==> config.mk <==
export PLATFORM = sky130hd
export DESIGN_NAME = button_event_scanner
export DESIGN_NICKNAME = d
export VERILOG_FILES = /design/src/rtl/button_event_scanner.sv
export SDC_FILE = /design/constraint.sdc
export NUM_CORES = 1
export LEC_CHECK = 0
export ABC_AREA = 1
export CAP_MARGIN = 0
export CORE_MARGIN = 2
export CORE_UTILIZATION = 55
export CTS_BUF_LIST = sky130_fd_sc_hd__clkbuf_8
export DETAILED_ROUTE_END_ITERATION = 10
export HOLD_SLACK_MARGIN = 0.1
export PLACE_DENSITY = 0.73
export SYNTH_ARGS = -nofsm -noshare
export SYNTH_HDL_FRONTEND = slang
export SYNTH_SLANG_ARGS = --single-unit
==> constraint.sdc <==
create_clock -name clock -period 2.3 [get_ports clock]
set_input_delay 0.345 -clock clock [delete_from_list [all_inputs] [get_ports clock]]
set_output_delay 0.345 -clock clock [all_outputs]
set_load 0.05 [all_outputs]
==> src/rtl/button_event_scanner.sv <==
// Push-button / slide-switch front-end: 2-FF sync, per-input debounce, press pulses,
// and a 4-entry first-word fall-through event FIFO tagged with the slide setting.
module button_event_scanner #(
  parameter int DEBOUNCE_CYCLES = 500000,
  parameter int CNT_W           = 19
) (
  input  logic       clock,
  input  logic       reset,
  input  logic [3:0] button,
  input  logic [3:0] slide,
  output logic [3:0] button_level,
  output logic [3:0] slide_level,
  output logic [3:0] press_pulse,
  output logic       event_valid,
  output logic [5:0] event_code,
  input  logic       event_ready,
  output logic       overflow
);

  localparam logic [CNT_W-1:0] CNT_LAST = CNT_W'(DEBOUNCE_CYCLES - 1);

  logic [7:0]       raw;
  logic [7:0]       sync1_q, sync2_q;
  logic [7:0]       level_q, level_d;
  logic [CNT_W-1:0] cnt_q [8];
  logic [CNT_W-1:0] cnt_d [8];
  logic [3:0]       prev_q;
  logic [3:0]       rise;
  logic [3:0]       pend_q, pend_d;
  logic [3:0]       push_sel;
  logic [1:0]       push_idx;
  logic [1:0]       wr_ptr_q, rd_ptr_q;
  logic [2:0]       count_q, count_d;
  logic [5:0]       mem_q [4];
  logic             push, pop;
  logic             ovf_q, ovf_d;

  // Bits [3:0] are buttons, [7:4] slides; all eight share the same debounce rule.
  assign raw = {slide, button};

  always_comb begin
    for (int i = 0; i < 8; i++) begin
      level_d[i] = level_q[i];
      cnt_d[i]   = '0;
      if (sync2_q[i] != level_q[i]) begin
        if (cnt_q[i] == CNT_LAST) begin
          level_d[i] = ~level_q[i];
        end else begin
          cnt_d[i] = cnt_q[i] + 1'b1;
        end
      end
    end
  end

  always_ff @(posedge clock) begin
    if (reset) begin
      sync1_q <= '0;
      sync2_q <= '0;
      level_q <= '0;
      prev_q  <= '0;
      for (int i = 0; i < 8; i++) begin
        cnt_q[i] <= '0;
      end
    end else begin
      sync1_q <= raw;
      sync2_q <= sync1_q;
      level_q <= level_d;
      prev_q  <= level_q[3:0];
      for (int i = 0; i < 8; i++) begin
        cnt_q[i] <= cnt_d[i];
      end
    end
  end

  assign rise = level_d[3:0] & ~level_q[3:0];

  // Lowest-index pending button wins the single push slot.
  always_comb begin
    push_idx = 2'd0;
    for (int i = 3; i >= 0; i--) begin
      if (pend_q[i]) begin
        push_idx = 2'(i);
      end
    end
  end

  assign pop      = event_valid && event_ready;
  assign push     = (pend_q != 4'd0) && ((count_q != 3'd4) || pop);
  assign push_sel = push ? (4'b0001 << push_idx) : 4'b0000;
  assign pend_d   = (pend_q & ~push_sel) | rise;
  // A rise on a still-pending button (not drained this edge) is merged and lost.
  assign ovf_d    = ovf_q | ((rise & pend_q & ~push_sel) != 4'd0);

  always_comb begin
    count_d = count_q;
    case ({push, pop})
      2'b10:   count_d = count_q + 3'd1;
      2'b01:   count_d = count_q - 3'd1;
      default: count_d = count_q;
    endcase
  end

  always_ff @(posedge clock) begin
    if (reset) begin
      pend_q   <= '0;
      ovf_q    <= 1'b0;
      wr_ptr_q <= '0;
      rd_ptr_q <= '0;
      count_q  <= '0;
    end else begin
      pend_q  <= pend_d;
      ovf_q   <= ovf_d;
      count_q <= count_d;
      if (push) begin
        wr_ptr_q <= wr_ptr_q + 2'd1;
      end
      if (pop) begin
        rd_ptr_q <= rd_ptr_q + 2'd1;
      end
    end
  end

  always_ff @(posedge clock) begin
    if (push) begin
      mem_q[wr_ptr_q] <= {level_q[7:4], push_idx};
    end
  end

  assign button_level = level_q[3:0];
  assign slide_level  = level_q[7:4];
  assign press_pulse  = level_q[3:0] & ~prev_q;
  assign event_valid  = (count_q != 3'd0);
  // Storage is not reset, so the head is masked while the queue is empty.
  assign event_code   = event_valid ? mem_q[rd_ptr_q] : 6'd0;
  assign overflow     = ovf_q;

endmodule

==> summary.txt <==
Floorplanning
  – Initial core utilization: 56.06%
  – Die H: 139.5 um
  – Top Ports: 31
  – Die Area: 19,470 um2
  – Core area: 18,020 um2
  – Row Count: 49
  – Die X-Extent: 139.5 um

Clocking
  – H-tree depth: 2
  – CTS tree: built
  – Sink Count: 218
  – Longest Clk Path Bufs: 3
  – Later-pin clock latency in the skew report: 0.52 ns
  – Clock-pin slew on the worst setup and hold paths: 0.06 ns
  – Post-CTS Setup Inserts: 0
  – Root Driver: clkbuf_8
  – Total CTS buffers: 39

STA
  – Tcrit/Tclk final: 96.78%
  – Final min period: 2.226 ns
  – Slew Viols, Final: 0
  – Fmax: 449.3 MHz
  – Clock Skews: 0.01955 ns
  – Hold_ws: 0.3655 ns
  – Setup TNS: 0 ns
  – Worst Tran Pin Value: 0.5482 ns
  – Final Hold Fails: 0
  – RSZ-0062 raised after global routing: no
  – Max transition margin: 63.11%
  – Setup Viol. Count Final: 0

Routing
  – DRT iter0 DRCs: 282
  – Detail Route Antenna Nets: 0
  – Routed WL per cell: 11.33 um
  – DR DRC count: 0
  – Vias per cell: 4.910
  – Total Wirelength: 18,720 um
  – Router iterations before antenna repair: 5
  – Via count: 8,117

Synth
  – #FFs+latches synth: 218
  – Synthesized netlist cell count: 1,333
  – Yosys cell types: 42
  – Syn Nets: 1,357
  – Synth Area per Inst: 7.580 um2
  – Yosys warnings: 0
  – Seq/Total Area, Yosys: 45.57%
  – Synthesized area: 10,100 um2

Global route
  – Vias in the first global route: 7,654
  – GR Layer Usage met2: 33.33%
  – Antenna violations before repair: 0
  – First-pass GRT wire length: 33,090 um
  – Largest net degree at the start of global routing: 34
  – Global routing's busiest layer: met2
  – Met1 usage: 25.88%
  – Grt total ovfl: 0
  – All-Layer GR Usage: 19.81%
  – GR Layer Usage met3: 3.613%

Hold path
  – HP Start: button[3]
  – Hold path depth: 3
  – Worst hold endpoint: sync1_q[3]
  – Hold Crit Class: in -> reg

Placed design
  – IO Port Bufs: 30
  – RD Place Congestion: 0.8295
  – Post-DP HPWL: 13,380 um
  – DP Area: 10,650 um2

Power
  – Leakage Power: 0.004323 uW
  – Max IR drop VDD: 0.0005819 V
  – Pwr dens: 719.7 nW/um2
  – Power, Total: 8197 uW

Setup path
  – Buf/Inv on CP: 1
  – Crit start category: flip-flop
  – Delay-heaviest family, CP: buffers and inverters
  – FF-to-FF path depth: 10
  – Crit Path Category: reg -> out
  – Crit-path slowest cell: clkdlybuf4s50_1
  – Crit-path cells: clkdlybuf4s50_1
  – CP max stage delay: 0.87 ns
  – R2r startpoint: cnt_q[0][19]
  – R2R setup slack: 0.43 ns
  – Reg2Reg Capture Point: cnt_q[0][36]
  – Worst-path maximum fanout: 8
  – Crit path required time: 1.96 ns
  – CP Capture Type: output port
  – Arr. time, crit path: 1.88 ns

Layout
  – Area Growth Syn to Fin: 12.72%
  – Fillers: 1,639
  – Fin nets: 1,420
  – Layout cell share with drive strength beyond 1: 11.24%
  – N_diodes: 0
  – Post-route cell area: 11,390 um2

Outcome
  – Status: finished clean

Run
  – Number of max-cap violations: 0
## metrics by stage
| stage | setup WS, ns | utilization [%] | cells |
|---|---|---|---|
| floorplan | 0.2049 | - | 1333 |
| global placement | 0.2056 | 59.11 | 1584 |
| detailed placement | 0.1752 | 59.11 | 1584 |
| CTS | 0.03327 | 63.14 | 1653 |
| global route | 0.001781 | 63.19 | 1653 |
| finish | 0.07417 | 63.19 | 1653 |
## power breakdown
part           internal, uW  switching, uW
Clock                  1810           1540
Sequential             3900           60.9
Combinational           255            635
## cell usage in the layout, fill, tap and decap left out, types with 4 or more instances in the layout
| cell type | Yosys | layout |
|---|---|---|
| clkinv_2 | 0 | 6 |
| o21a_1 | 7 | 7 |
| nor4_1 | 5 | 5 |
| ha_1 | 12 | 12 |
| dlygate4sd2_1 | 0 | 4 |
| a21oi_1 | 59 | 58 |
| or2_2 | 8 | 8 |
| edfxtp_1 | 24 | 24 |
| nand3b_1 | 4 | 4 |
| buf_4 | 4 | 12 |
| xor2_1 | 40 | 40 |
| nand4_1 | 35 | 35 |
| nor3_2 | 15 | 15 |
| nand3_1 | 54 | 54 |
| xnor2_1 | 10 | 10 |
| inv_2 | 9 | 9 |
| nor3_1 | 46 | 46 |
| clkdlybuf4s50_1 | 0 | 18 |
| nand3_2 | 5 | 5 |
| clkbuf_8 | 0 | 46 |
| inv_1 | 191 | 201 |
| nand2_2 | 10 | 10 |
| dfxtp_1 | 194 | 193 |
| o21ai_0 | 56 | 56 |
| nor2_1 | 248 | 248 |
| nor3b_2 | 5 | 5 |
| nor2_4 | 10 | 10 |
| nor3b_1 | 9 | 9 |
| clkinv_1 | 0 | 6 |
| nor2_2 | 19 | 19 |
| nand2_1 | 221 | 221 |
## state kept, by name, indices dropped and copies added, names as in the netlist, named ones only
register	cells
cnt_q	152
count_q	3
level_q	8
mem_q	24
overflow	1
pend_q	4
prev_q	4
rd_ptr_q	2
sync1_q	8
sync2_q	8
wr_ptr_q	2
## per-layer routing
layer / wire length [um] / vias up
li1: - / 4367
met1: 9151 / 3624
met2: 8622 / 100
met3: 618 / 26
met4: 330 / 0
met5: 0 / -
## synth_stat cells (all sizes together)
master	n	share of area, %
nor2	277	12
nand2	234	9.2
inv	200	7.4
dfxtp	194	38
nor3	63	4.1
a21oi	60	3.0
nand3	59	3.2
o21ai	56	2.8
xor2	40	3.5
nand4	38	2.5
edfxtp	24	7.1
nor3b	14	1.3
ha	12	1.5
buf	11	0.88
xnor2	10	0.87
or2	9	0.56
o21a	7	0.52
clkbuf	5	0.19
nand3b	5	0.41
nor4	5	0.31
and3	3	0.19
a31oi	2	0.12
o21bai	2	0.15
a211oi	1	0.074
and2	1	0.062
fa	1	0.20
## how the worst max path moves through the flow
stage / startpoint / slack [ns] / endpoint / cells after the start
floorplan: count_q[0] / 0.20 / event_code[0] / 4
global placement: reset / 0.21 / cnt_q[0][36] / 8
detailed placement: event_ready / 0.18 / mem_q[2][0] / 5
CTS: level_q[7] / 0.03 / slide_level[3] / 1
global route: level_q[7] / 0.002 / slide_level[3] / 1
finish: level_q[5] / 0.07 / slide_level[1] / 1
## timing repair
item	CTS	global route
endpoints found under the setup margin	5	3
hold endpoints to repair	0	0
hold buffers	0	0
pin swaps	0	0
gates cloned	0	0
gates resized for setup	5	3
## kinds of logic after synthesis
group                    after synthesis  share of synthesized area (%)
AND/OR/NAND/NOR                      708                          33.27
flip-flops                           218                          45.57
buffers and inverters                216                          8.494
AO/OA/AOI/OAI                        128                          6.649
XOR/XNOR                              50                          4.334
adder cells (fa/ha/maj)               13                          1.684
## layout make-up
class	count	area, um2	area share, %
clock buffers	46	633.1	5.559
clock inverters	23	97.59	0.8569
inverters	200	750.7	6.591
multi-input cells	899	4646	40.79
flip-flops and latches	218	4606	40.44
well taps	229	286.5	2.516
repair buffers	38	370.4	3.252
No activity file was read; power rests on OpenSTA's default activity.
